--- config.mk ---
export PLATFORM = sky130hd
export DESIGN_NAME = icache_line_fetcher_flat
export DESIGN_NICKNAME = d
export VERILOG_FILES = /design/src/rtl/icache_line_fetcher_pkg.sv /design/src/rtl/icache_line_fetcher_if.sv /design/src/rtl/icache_line_fetcher_line_assembler.sv /design/src/rtl/icache_line_fetcher.sv /design/src/flat_wrapper.sv
export SDC_FILE = /design/constraint.sdc
export NUM_CORES = 1
export LEC_CHECK = 0
export ABC_AREA = 0
export BUFFER_PORTS_ARGS = -buffer_cell sky130_fd_sc_hd__buf_2
export CORE_MARGIN = 5
export CORE_UTILIZATION = 47
export DETAILED_ROUTE_END_ITERATION = 8
export PLACE_DENSITY = 0.77
export SLEW_MARGIN = 30
export SYNTH_ARGS = -nofsm -noshare
export SYNTH_HDL_FRONTEND = slang
export SYNTH_SLANG_ARGS = --single-unit
--- constraint.sdc ---
create_clock -name clk -period 1.99 [get_ports clk]
set_input_delay 0.0995 -clock clk [delete_from_list [all_inputs] [get_ports clk]]
set_output_delay 0.0995 -clock clk [all_outputs]
set_load 0.005 [all_outputs]
--- src/rtl/icache_line_fetcher_pkg.sv ---
// Shared types for the icache line fetcher.
// Line geometry, address type and FSM encoding.
package icache_line_fetcher_pkg;

   localparam int LINE_BYTES = 16;
   localparam int ADDR_W     = 32;
   localparam int LINE_LN    = 8 * LINE_BYTES;

   typedef logic [ADDR_W-1:0]  addr_t;
   typedef logic [LINE_LN-1:0] line_t;

   typedef enum logic [1:0] {
      IDLE  = 2'd0,
      FETCH = 2'd1,
      DONE  = 2'd2
   } state_t;

   function automatic addr_t line_base(addr_t a);
      return a & ~addr_t'(LINE_BYTES - 1);
   endfunction

endpackage

--- src/rtl/icache_line_fetcher_if.sv ---
// Request, RAM port and line-return signals of the fetcher.
// master = icache/arbiter side, slave = fetcher.
interface icache_line_fetcher_if;
   import icache_line_fetcher_pkg::*;

   logic       req_ena;
   addr_t      req_addr;
   logic       flush;
   logic       mem_gnt;
   addr_t      ram_a;
   logic [7:0] ram_din;
   logic       busy;
   logic       done;
   line_t      line_data;

   modport master (
      output req_ena, req_addr, flush, mem_gnt, ram_din,
      input  ram_a, busy, done, line_data
   );

   modport slave (
      input  req_ena, req_addr, flush, mem_gnt, ram_din,
      output ram_a, busy, done, line_data
   );

endinterface

--- src/rtl/icache_line_fetcher_line_assembler.sv ---
// Byte-slot writer into the 128-bit line register.
// Holds its value except when a slot write is requested.
module line_assembler
   import icache_line_fetcher_pkg::*;
(
   input  logic       clk,
   input  logic       rst,
   input  logic       we,
   input  logic [3:0] idx,
   input  logic [7:0] din,
   output line_t      line
);

   always_ff @(posedge clk) begin
      if (rst)
         line <= '0;
      else if (we)
         line[{idx, 3'b000} +: 8] <= din;
   end

endmodule

--- src/rtl/icache_line_fetcher.sv ---
// Icache line-fill responder: issues 16 byte reads, assembles
// the line and pulses done; stalls on no-grant, aborts on flush.
module icache_line_fetcher
   import icache_line_fetcher_pkg::*;
(
   input logic                  clk,
   input logic                  rst,
   icache_line_fetcher_if.slave bus
);

   state_t     state;
   state_t     state_nx;
   addr_t      base;
   logic [4:0] ic;
   logic [4:0] rc;
   logic       pend;
   logic       acc;
   logic       issue;
   logic       wr;

   always_ff @(posedge clk) begin
      if (rst)
         state <= IDLE;
      else
         state <= state_nx;
   end

   always_comb begin
      state_nx = state;
      acc      = 1'b0;
      issue    = 1'b0;
      wr       = 1'b0;
      unique case (state)
         IDLE: begin
            if (bus.req_ena && !bus.flush) begin
               acc      = 1'b1;
               state_nx = FETCH;
            end
         end
         FETCH: begin
            issue = (ic < 5'd16) && bus.mem_gnt && !bus.flush;
            wr    = pend && !bus.flush;
            if (bus.flush)
               state_nx = IDLE;
            else if (wr && rc == 5'd15)
               state_nx = DONE;
         end
         DONE:    state_nx = IDLE;
         default: state_nx = IDLE;
      endcase
   end

   // pend marks a byte issued last cycle; its data is on ram_din now
   always_ff @(posedge clk) begin
      if (rst) begin
         base <= '0;
         ic   <= '0;
         rc   <= '0;
         pend <= 1'b0;
      end else begin
         if (acc)
            base <= line_base(bus.req_addr);
         if (acc || bus.flush) begin
            ic   <= '0;
            rc   <= '0;
            pend <= 1'b0;
         end else begin
            if (issue)
               ic <= ic + 5'd1;
            if (wr)
               rc <= rc + 5'd1;
            pend <= issue;
         end
      end
   end

   assign bus.ram_a = issue ? base + addr_t'(ic[3:0]) : '0;
   assign bus.busy  = (state != IDLE);
   assign bus.done  = (state == DONE) && !bus.flush;

   line_assembler u_asm (
      .clk  (clk),
      .rst  (rst),
      .we   (wr),
      .idx  (rc[3:0]),
      .din  (bus.ram_din),
      .line (bus.line_data)
   );

endmodule

--- src/flat_wrapper.sv ---
// flat-port wrapper written by rule: the top's interface ports become plain ports
module icache_line_fetcher_flat import icache_line_fetcher_pkg::*;
  (clk, rst, bus_req_ena, bus_req_addr, bus_flush, bus_mem_gnt, bus_ram_din, bus_ram_a, bus_busy, bus_done, bus_line_data);
  icache_line_fetcher_if bus_i ();
  input logic clk;
  input logic rst;
  input wire logic [$bits(bus_i.req_ena)-1:0] bus_req_ena;
  input wire logic [$bits(bus_i.req_addr)-1:0] bus_req_addr;
  input wire logic [$bits(bus_i.flush)-1:0] bus_flush;
  input wire logic [$bits(bus_i.mem_gnt)-1:0] bus_mem_gnt;
  input wire logic [$bits(bus_i.ram_din)-1:0] bus_ram_din;
  output wire logic [$bits(bus_i.ram_a)-1:0] bus_ram_a;
  output wire logic [$bits(bus_i.busy)-1:0] bus_busy;
  output wire logic [$bits(bus_i.done)-1:0] bus_done;
  output wire logic [$bits(bus_i.line_data)-1:0] bus_line_data;
  assign bus_i.req_ena = bus_req_ena;
  assign bus_i.req_addr = bus_req_addr;
  assign bus_i.flush = bus_flush;
  assign bus_i.mem_gnt = bus_mem_gnt;
  assign bus_i.ram_din = bus_ram_din;
  assign bus_ram_a = bus_i.ram_a;
  assign bus_busy = bus_i.busy;
  assign bus_done = bus_i.done;
  assign bus_line_data = bus_i.line_data;
  icache_line_fetcher u_core (.clk(clk), .rst(rst), .bus(bus_i));
endmodule
### Yosys cells after proc, flatten, opt, wreduce, memory -nomap -nowiden

Cells that the tools add are included.

| operators by class | value |
|---|---|
| add/sub/neg operators | 4 |
| magnitude comparators | 1 |
| equal/unequal tests | 5 |
| shifts and indexed selects | 2 |
| muxes and demuxes | 10 |
| reductions and logical operators | 12 |

Operator list:

| operator | count |
|---|---|
| $bwmux 128 | 1 |
| $shift 8x9->128 const A | 1 |
| $shiftx 8x9->128 | 1 |
| $add 32x4->32 | 1 |
| $mux 32 | 1 |
| $add 5x1->5 const B | 2 |
| $neg 7->9 | 1 |
| $logic_and 1x1->1 | 6 |
| $mux 2 | 3 |
| $eq 5x4->1 const B | 1 |
| $lt 5x5->1 const B | 1 |
| $mux 1 | 4 |
| $pmux 2 s2 | 1 |
| $ne 3x2->1 const B | 1 |
| $eq 2x1->1 const B | 1 |
| $eq 2x2->1 const B | 1 |
| $logic_not 2->1 | 1 |
| $ne 2x1->1 const B | 1 |
| $reduce_and 2->1 | 1 |
| $reduce_bool 2->1 | 1 |
| $reduce_or 2->1 | 1 |
| $logic_not 1->1 | 1 |
| $logic_or 1x1->1 | 1 |

| storage, ports and cells | value |
|---|---|
| register bits | 169 |
| input port bits | 45 |
| output and inout port bits | 162 |

### Longest topological paths before layout

Gate-level depths: netlist of the first run.

| depth | value |
|---|---|
| depth after elaboration | 6 |
| depth in mapped cells | 8 |
| mapped depth without buffers | 6 |

### Modules after synthesis

A second synthesis of the first run with hierarchy kept.

| second synthesis, totals | value |
|---|---|
| cells, all modules | 717 |
| area total of the unflattened synthesis | 6881.6 um2 |

Modules (own cells, without submodules):

| module | instances | cells an instance | area an instance (um2) | seq. area each (um2) |
|---|---|---|---|---|
| line_assembler | 1 | 488 | 5111.2 | 2562.5 |
| icache_line_fetcher | 1 | 229 | 1770.4 | 820.8 |

### Worst setup path before layout of the first run

Ideal clock, no wire load.

| timing path | value |
|---|---|
| kind | flip-flop to flip-flop |
| start point | reg u_core.rc[0] |
| end point | reg u_core.u_asm.line[32] |
| data arrival time | 1.883 ns |
| setup slack | -0.020 ns |
| stages on the path, launching flop included | 8 |
| buffers on the path | 1 |
| period minus slack after synthesis | 2.010 ns |
| cell sequence | dfxtp_1 buf_6 inv_1 ha_1 or2_2 o21ai_1 nand4_2 mux2i_1 |

| on the way | value |
|---|---|
| cells in the longest elaborated chain, start to end | 3 |
| elaborated cells between the ends (all ways) | 4 |

RTL lines:

| item | RTL line | source |
|---|---|---|
| from (decl) | icache_line_fetcher.sv:15 | `logic [4:0] rc;` |
| from (signal assigned) | icache_line_fetcher.sv:71 | `rc <= rc + 5'd1;` |
| $neg 7->9 * | icache_line_fetcher_line_assembler.sv:18 | `line[{idx, 3'b000} +: 8] <= din;` |
| $shiftx 8x9->128 / $shift 8x9->128 (equally long branches) | icache_line_fetcher_line_assembler.sv:18 |  |
| $bwmux 128 * | icache_line_fetcher_line_assembler.sv:18 |  |
| to (signal, indexed assignment) | icache_line_fetcher_line_assembler.sv:18 |  |
| to (decl) | icache_line_fetcher_line_assembler.sv:11 | `output line_t line` |

Every way passes the cells marked *; elsewhere a longest branch is shown, timed or not.
A chain may end at the register's enable or synchronous reset.

### Final worst setup path of the first run

| timing path | value |
|---|---|
| start point | reg u_core.state[0] |
| end point | out bus_ram_a[3] |

| on the way | value |
|---|---|
| cells in the longest elaborated chain, start to end | 3 |

RTL lines:

| item | RTL line | source |
|---|---|---|
| from (decl) | icache_line_fetcher.sv:11 | `state_t state;` |
| from (signal assigned) | icache_line_fetcher.sv:25 | `state <= state_nx;` |
| $eq 2x1->1 | icache_line_fetcher.sv:33 | `unique case (state)` |
| $mux 1 | icache_line_fetcher.sv:33 |  |
| $mux 32 | icache_line_fetcher.sv:77 | `assign bus.ram_a = issue ? base + addr_t'(ic[3:0]) : '0;` |
| to (decl) | flat_wrapper.sv:12 | `output wire logic [$bits(bus_i.ram_a)-1:0] bus_ram_a;` |

No other way between the ends.

==> results of run 1 <==
## final cells by class
| cell class | instances | area (um2) |
|---|---|---|
| clock inverters | 10 | 93.8 |
| repair buffers | 266 | 1640 |
| multi-input cells | 505 | 3530 |
| flip-flops and latches | 169 | 3380 |
| clock buffers | 21 | 470 |
| fillers | 1176 | 5270 |
| well taps | 184 | 230 |
| inverters | 5 | 18.8 |
| diodes | 1 | 2.50 |
## registers in the layout, indices dropped and copies added (netlist names)
name	cells
u_core.base	28
u_core.ic	5
u_core.pend	1
u_core.rc	5
u_core.state	2
u_core.u_asm.line	128
## synthesized netlist by cell type, types with 2 or more instances
| cell | n | share of area [%] |
|---|---|---|
| dfxtp_1 | 169 | 48 |
| nand2b_1 | 117 | 10 |
| mux2i_1 | 113 | 16 |
| nand2_1 | 75 | 4.0 |
| and2_1 | 34 | 3.0 |
| a21oi_1 | 30 | 2.1 |
| clkbuf_1 | 29 | 1.5 |
| nor2b_1 | 27 | 2.4 |
| nor2_1 | 24 | 1.3 |
| o21ai_1 | 21 | 1.5 |
| o21ai_0 | 12 | 0.85 |
| nand4_2 | 6 | 1.1 |
| buf_2 | 5 | 0.36 |
| ha_1 | 5 | 0.89 |
| inv_1 | 5 | 0.27 |
| buf_6 | 3 | 0.48 |
| nor3b_1 | 3 | 0.32 |
| xnor2_1 | 3 | 0.37 |
| nand3_2 | 2 | 0.28 |
| nand4_1 | 2 | 0.18 |
| nor2_2 | 2 | 0.18 |
| nor2_4 | 2 | 0.32 |
| nor2_8 | 2 | 0.57 |
| o211ai_1 | 2 | 0.21 |
| or2_2 | 2 | 0.18 |
| xor2_1 | 2 | 0.25 |
## power groups by stage
stage               Clock, W  Combinational (W)  Sequential, W
floorplan                  0           0.000153        0.00349
global placement           0           0.000253        0.00350
detailed placement         0           0.000251        0.00350
CTS                  0.00322           0.000307        0.00342
global route         0.00335           0.000345        0.00342
finish               0.00314           0.000317        0.00342
## how the worst max path moves through the flow
stage	to	slack, ps	depth (start not counted)
floorplan	u_core.u_asm.line[32]$_SDFFE_PP0P_	-20	7
global placement	u_core.u_asm.line[17]$_SDFFE_PP0P_	70	7
detailed placement	u_core.u_asm.line[98]$_SDFFE_PP0P_	9	6
CTS	u_core.u_asm.line[16]$_SDFFE_PP0P_	-10	6
global route	bus_ram_a[3]	-60	7
finish	bus_ram_a[3]	30	7
## metal layers
| metal | wire length [um] | vias to the layer above | share of wire, % |
|---|---|---|---|
| li1 | - | 2876 | - |
| met1 | 8040 | 2681 | 43 |
| met2 | 8860 | 186 | 48 |
| met3 | 1350 | 18 | 7.3 |
| met4 | 252 | 0 | 1.4 |
| met5 | 0 | - | 0 |
## worst register-to-register path, stage by stage (launching register included)
cell,delay [ps]
dfxtp_1,340
or4_4,570
and2_1,240
buf_12,180
nor2_8,240
mux2i_1,240
## per-stage QoR
stage	cells	setup TNS (ps)	cell area, um2
finish	1161	0	9370
global route	1160	-175	9370
CTS	1158	-40.2	9280
detailed placement	1090	0	8340
global placement	1090	0	8340
floorplan	718	-608	7040
## cells in the final DEF, fill, tap and decap left out, drive strengths merged, types with 5 or more instances in the layout
master,synthesis,final
buf,10,228
nand2,76,76
dfxtp,169,169
dlygate4sd3,0,37
clkbuf,29,22
inv,5,6
a21oi,30,30
clkinv,0,5
nor2,30,30
ha,5,5
and2,34,34
o21ai,33,33
mux2i,113,113
nor2b,27,27
nand4,9,9
nand2b,117,117
## cell families after synthesis
group / after synthesis
AND/OR/NAND/NOR: 309
flip-flops: 169
multiplexers: 114
AO/OA/AOI/OAI: 72
buffers and inverters: 44
XOR/XNOR: 5
adder cells (fa/ha/maj): 5
## what timing repair did
action / CTS / global route
hold endpoints to repair: 37 / 0
gates resized for setup: 0 / 11
endpoints found under the setup margin: 6 / 83
gates cloned: 0 / 1
hold buffers: 37 / 0
pin swaps: 0 / 1
buffers inserted: 0 / 1
==> out/metrics.cfg, run 1 <==
[hold_path]
min_from = rst
worstHoldEndpoint = u_core.u_asm.line[7]$_SDFFE_PP0P_
worstHoldPathCells = 2
min_path_type = input pin to flop

[placement]
portBuffers = 202
place.gp.congestion = 0.788
dp_slack_ps = 9.00
dpl.hpwl_mm = 12.5

[synthesis]
syn-cell-area_mm2 = 0.00704
yosysUniqueCellTypes = 47
synth_compound_area_share_pct = 5.72
synth_seq_area_share_pct = 48.0
synth_area_per_cell_um2 = 9.81
synth_fa_ha_area_share_pct = 0.888
ys_async_sr_fraction_pct = 0
synth_edf_count = 0
synth-xor-area-share_pct = 0.622
synthMuxAreaShare_pct = 16.2
ys.flop_type = dfxtp_1
ys_ff_latch = 169
syn_inst = 718
synth_nets = 768
synth_top_family_by_area = simple AND/OR/NAND/NOR gates
synth-simple-area-share_pct = 25.7
yosys_warnings = 0

[power]
ir_worst_vdd_mv = 0.604
p_leak_nw = 4.41
share_comb_of_total_power_pct = 4.6
power.internal_w = 0.00538
p_clk_share_pct = 45.6
p_seq_share_pct = 49.8
p_sw_share_pct = 21.8
power_w = 0.00688
switchingPower_w = 0.00150
power.density_mw_per_mm2 = 734

[detailed_routing]
remaining_drc_errors = 0
drt-initial-drc-count = 288
vias_per_cell = 4.96
drt-pass1-iter-count = 4
drt_wl_total_mm = 18.5
ant_nets = 0
routed-via-count = 5761
post_drt_wl_per_cell_um = 15.9

[timing]
hold_viol = 0
setup_ws_ps = 32.8
worst_pin_slew_ps = 471
slew_viol_final = 0
clock.fmax_mhz = 511
worst_clock_skew_ps = 9.60
finalSetupViolations = 0
fin_hold_ws_ps = 133
min_period_over_period_pct = 98.4
post-route-min-period_ps = 1960
relSlewSlack_pct = 68.5

[floorplanning]
io_pins = 207
fp.dieArea_mm2 = 0.0175
rows = 44
die_w_um = 132
floorplan.initialDensity_pct = 48.1
core_area_mm2 = 0.0146
die_y_um = 132

[clock_tree]
clockRootBuffer = clkbuf_16
cts_buffer_depth = 2
insertion_delay_ps = 420
path_clk_slew_ps = 60
h-tree-depth = 4
cts_tree = built
cts_buffers = 17
clock_sinks = 169

[setup_path]
cp_slowest_stage_delay_ps = 450
path_buf_inv = 4
criticalPathCategory = flop to primary output
path_cells = nand2b_4 > nor4b_4 > buf_4 > buf_12 > inv_1 > nor2_1 > buf_2
cp_max_fo = 19
worst_path_dominant_cell_family = buffers and inverters
crit_slowest_cell = dfxtp_1
rrSetupSlack_ps = 110
r2r-end = u_core.u_asm.line[124]$_SDFFE_PP0P_
worstPathArrival_ps = 1860
critPathCaptureType = primary output
crit_start = u_core.state[0]$_SDFFE_PP0P_
worst_ep_required_time_ps = 1890
start_kind = flop
r2r-start = u_core.rc[0]$_SDFFE_PP0P_
reg2reg_depth = 5

[global_routing]
first_global_vias = 5506
grt_use_met3_pct = 6.26
grtUsageMet2_pct = 33.4
busiest_layer = met2
grtUsageTotal_pct = 20.2
antenna_found_initial = 0
grt_max_degree = 67
grt_pass1_wl_mm = 29.0
grt_util_met1_pct = 25.3
gr-total-overflow = 0

[finish]
post-route-util_pct = 64.0
nNetsFinal = 1014
syn2layout_area_growth_pct = 33.1
drive_gt1_share_pct = 29.6

[run]
max-cap-violations = 0

[status]
status = finished clean

Note: power is estimated with default switching activity, not from simulation.
==> run 2, diff against run 1 <==
--- a/config.mk
+++ b/config.mk
@@ -7,10 +7,12 @@
 export LEC_CHECK = 0
 export ABC_AREA = 0
 export BUFFER_PORTS_ARGS = -buffer_cell sky130_fd_sc_hd__buf_2
+export CELL_PAD_IN_SITES_DETAIL_PLACEMENT = 0
+export CELL_PAD_IN_SITES_GLOBAL_PLACEMENT = 2
 export CORE_MARGIN = 5
-export CORE_UTILIZATION = 47
+export CORE_UTILIZATION = 28
 export DETAILED_ROUTE_END_ITERATION = 8
-export PLACE_DENSITY = 0.77
+export PLACE_DENSITY_LB_ADDON = 0.1
 export SLEW_MARGIN = 30
 export SYNTH_ARGS = -nofsm -noshare
 export SYNTH_HDL_FRONTEND = slang
==> run 2 against run 1 <==
Effect of this change: design area increased by 3.8%; critical path type is now flop to flop; first-iteration DRC count is 3.5% higher; highest routed layer unchanged; sequential share of layout area is 1.2 points lower; critical path depth is 2 lower; sequential power about the same.
==> out/metrics.cfg, run 2 (synthesis gave the netlist of run 1 again) <==
[finish]
antennaDiodeCount = 0  ; -1
final_cells = 1320  ; +14%
drive_gt1_share_pct = 31.7  ; +2.1 points
top_regs = u_core.u_asm.line (128), u_core.base (28)
layout_commonest_cell = buf_2
largest_reg_flops = 128  ; unchanged
top_register = u_core.u_asm.line
final_cell_mix = buf_2, dfxtp_1, nand2b_1, mux2i_1, nand2_1
multi_input_area_mm2 = 0.00353  ; -0.18%
syn2layout_area_growth_pct = 38.1
nNetsFinal = 1027  ; +1.3%
regArea_mm2 = 0.00339  ; +0.22%
fillers = 2557  ; +120%

[status]
status = finished clean

[setup_path]
critPathCaptureType = flop
start_kind = flop
cp_max_fo = 9  ; -10
worstPathArrival_ps = 2240  ; +380 ps
worst_ep_required_time_ps = 2350  ; +460 ps
criticalPathCategory = flop to flop

[timing]
worst_clock_skew_ps = 8.54  ; -1.06 ps
finalSetupTns_ps = 0  ; unchanged
min_period_over_period_pct = 94.4  ; -4.0 points
finalSetupViolations = 0  ; unchanged
worst_pin_slew_ps = 513  ; +41.9 ps
rsz0062_at_grt = no
slew_viol_final = 0  ; unchanged
post-route-min-period_ps = 1880  ; -79.6 ps
relSlewSlack_pct = 65.8  ; -2.7 points
hold_viol = 0  ; unchanged
clock.fmax_mhz = 533  ; +4.2%
setup_ws_ps = 112  ; +79.6 ps

[floorplanning]
die_w_um = 169  ; +27%
floorplan.initialDensity_pct = 28.2  ; -20 points
die_y_um = 169  ; +27%
core_area_mm2 = 0.0250  ; +70%
fp.dieArea_mm2 = 0.0284  ; +62%
rows = 58  ; +32%
io_pins = 207  ; unchanged

[detailed_routing]
routed-via-count = 5812  ; +0.89%
drt_wl_total_mm = 21.5  ; +16%
drt-initial-drc-count = 298  ; +3.5%
drt-pass1-iter-count = 4  ; unchanged
vias_per_cell = 4.40  ; -11%
remaining_drc_errors = 0  ; unchanged
post_drt_wl_per_cell_um = 16.3  ; +2.3%
ant_nets = 0  ; unchanged

[placement]
dp_slack_ps = -11.0  ; -20.0 ps
place.gp.congestion = 0.777  ; -1.4%
dpl.hpwl_mm = 15.2  ; +22%
place_inst = 1245  ; +14%
portBuffers = 202  ; unchanged

[clock_tree]
cts_buffers = 17  ; unchanged
path_clk_slew_ps = 80  ; +20 ps
insertion_delay_ps = 420  ; about the same
clock_sinks = 169  ; unchanged
cts_buffer_depth = 2  ; unchanged
h-tree-depth = 4  ; unchanged
clockRootBuffer = clkbuf_16
cts_tree = built

[power]
power.density_mw_per_mm2 = 724  ; -1.4%
power_w = 0.00704  ; +2.3%
ir_worst_vdd_mv = 0.383  ; -37%
p_leak_nw = 4.56  ; +3.6%

[global_routing]
grt_pass1_wl_mm = 33.7  ; +16%
grt_max_degree = 56  ; -16%
grtUsageTotal_pct = 14.9  ; -5.3 points
gr-total-overflow = 0  ; unchanged
first_global_vias = 5955  ; +8.2%
antenna_found_initial = 0  ; unchanged

[run]
max-cap-violations = 0  ; unchanged

[hold_path]
min_path_type = input pin to flop

## run 2: changes by cell type in the layout (fill, tap and decap cells not counted), sizes merged
cell,previous run,this run
clkbuf,22,18
inv,6,12
buf,228,241
clkinv,5,7
clkinvlp,3,1
bufinv,1,0
diode,1,0
## run 2: final cells by class
class | count | share of cell area (%)
multi-input combinational | 505 | 36.2
clock buffer | 17 | 4.37
clock inverter | 15 | 1.61
inverter | 5 | 0.193
sequential | 169 | 34.9
timing repair buffer | 279 | 18.5
tap | 330 | 4.24
## run 2: what timing repair did
action	4_1_cts	5_1_grt
buffers inserted	4	1
hold endpoints to repair	37	0
gates cloned	1	1
hold buffers	37	0
gates resized for setup	8	17
setup endpoints to repair	37	108
pin swaps	1	1
## run 2: worst paths after layout
path / startpoint / end / slack (ps) / depth (start not counted)
worst max-delay path: u_core.rc[0]$_SDFFE_PP0P_ / u_core.u_asm.line[105]$_SDFFE_PP0P_ / 110 / 5
worst min-delay path: rst / u_core.u_asm.line[4]$_SDFFE_PP0P_ / 120 / 2
worst max register to register: u_core.rc[0]$_SDFFE_PP0P_ / u_core.u_asm.line[105]$_SDFFE_PP0P_ / 110 / 5
worst min register to register: u_core.base[25]$_SDFFE_PP0P_ / u_core.base[25]$_SDFFE_PP0P_ / 450 / 2
## run 2: routing by layer
| layer | GRT usage, % | routed length [um] | up-vias |
|---|---|---|---|
| met4 | 4.13 | 250 | 0 |
| met2 | 24.5 | 10100 | 144 |
| met5 | 0 | 0 | - |
| met1 | 19.0 | 9770 | 2747 |
| met3 | 4.72 | 1410 | 17 |
| li1 | - | - | 2904 |
## run 2: stage by stage
stage | hold WS, ps | area, um2 | utilization (%)
after global placement | 345 | 8630 | 34.6
after CTS | 111 | 9660 | 38.7
after global routing | 143 | 9730 | 39.0
after detailed placement | 350 | 8630 | 34.6
final | 123 | 9730 | 39.0
after floorplan | 176 | 7040 | -
## run 2: power breakdown
| part | switching [W] | internal, W |
|---|---|---|
| Sequential | 0.0000130 | 0.00341 |
| Clock | 0.00162 | 0.00168 |
| Combinational | 0.000167 | 0.000162 |
## run 2: worst max-delay path, cell delays in order, from the launching register on
cell and delay, ps:
dfxtp_2 340, or4_4 580, and2_1 250, buf_12 180
nor2_8 230, mux2i_1 220
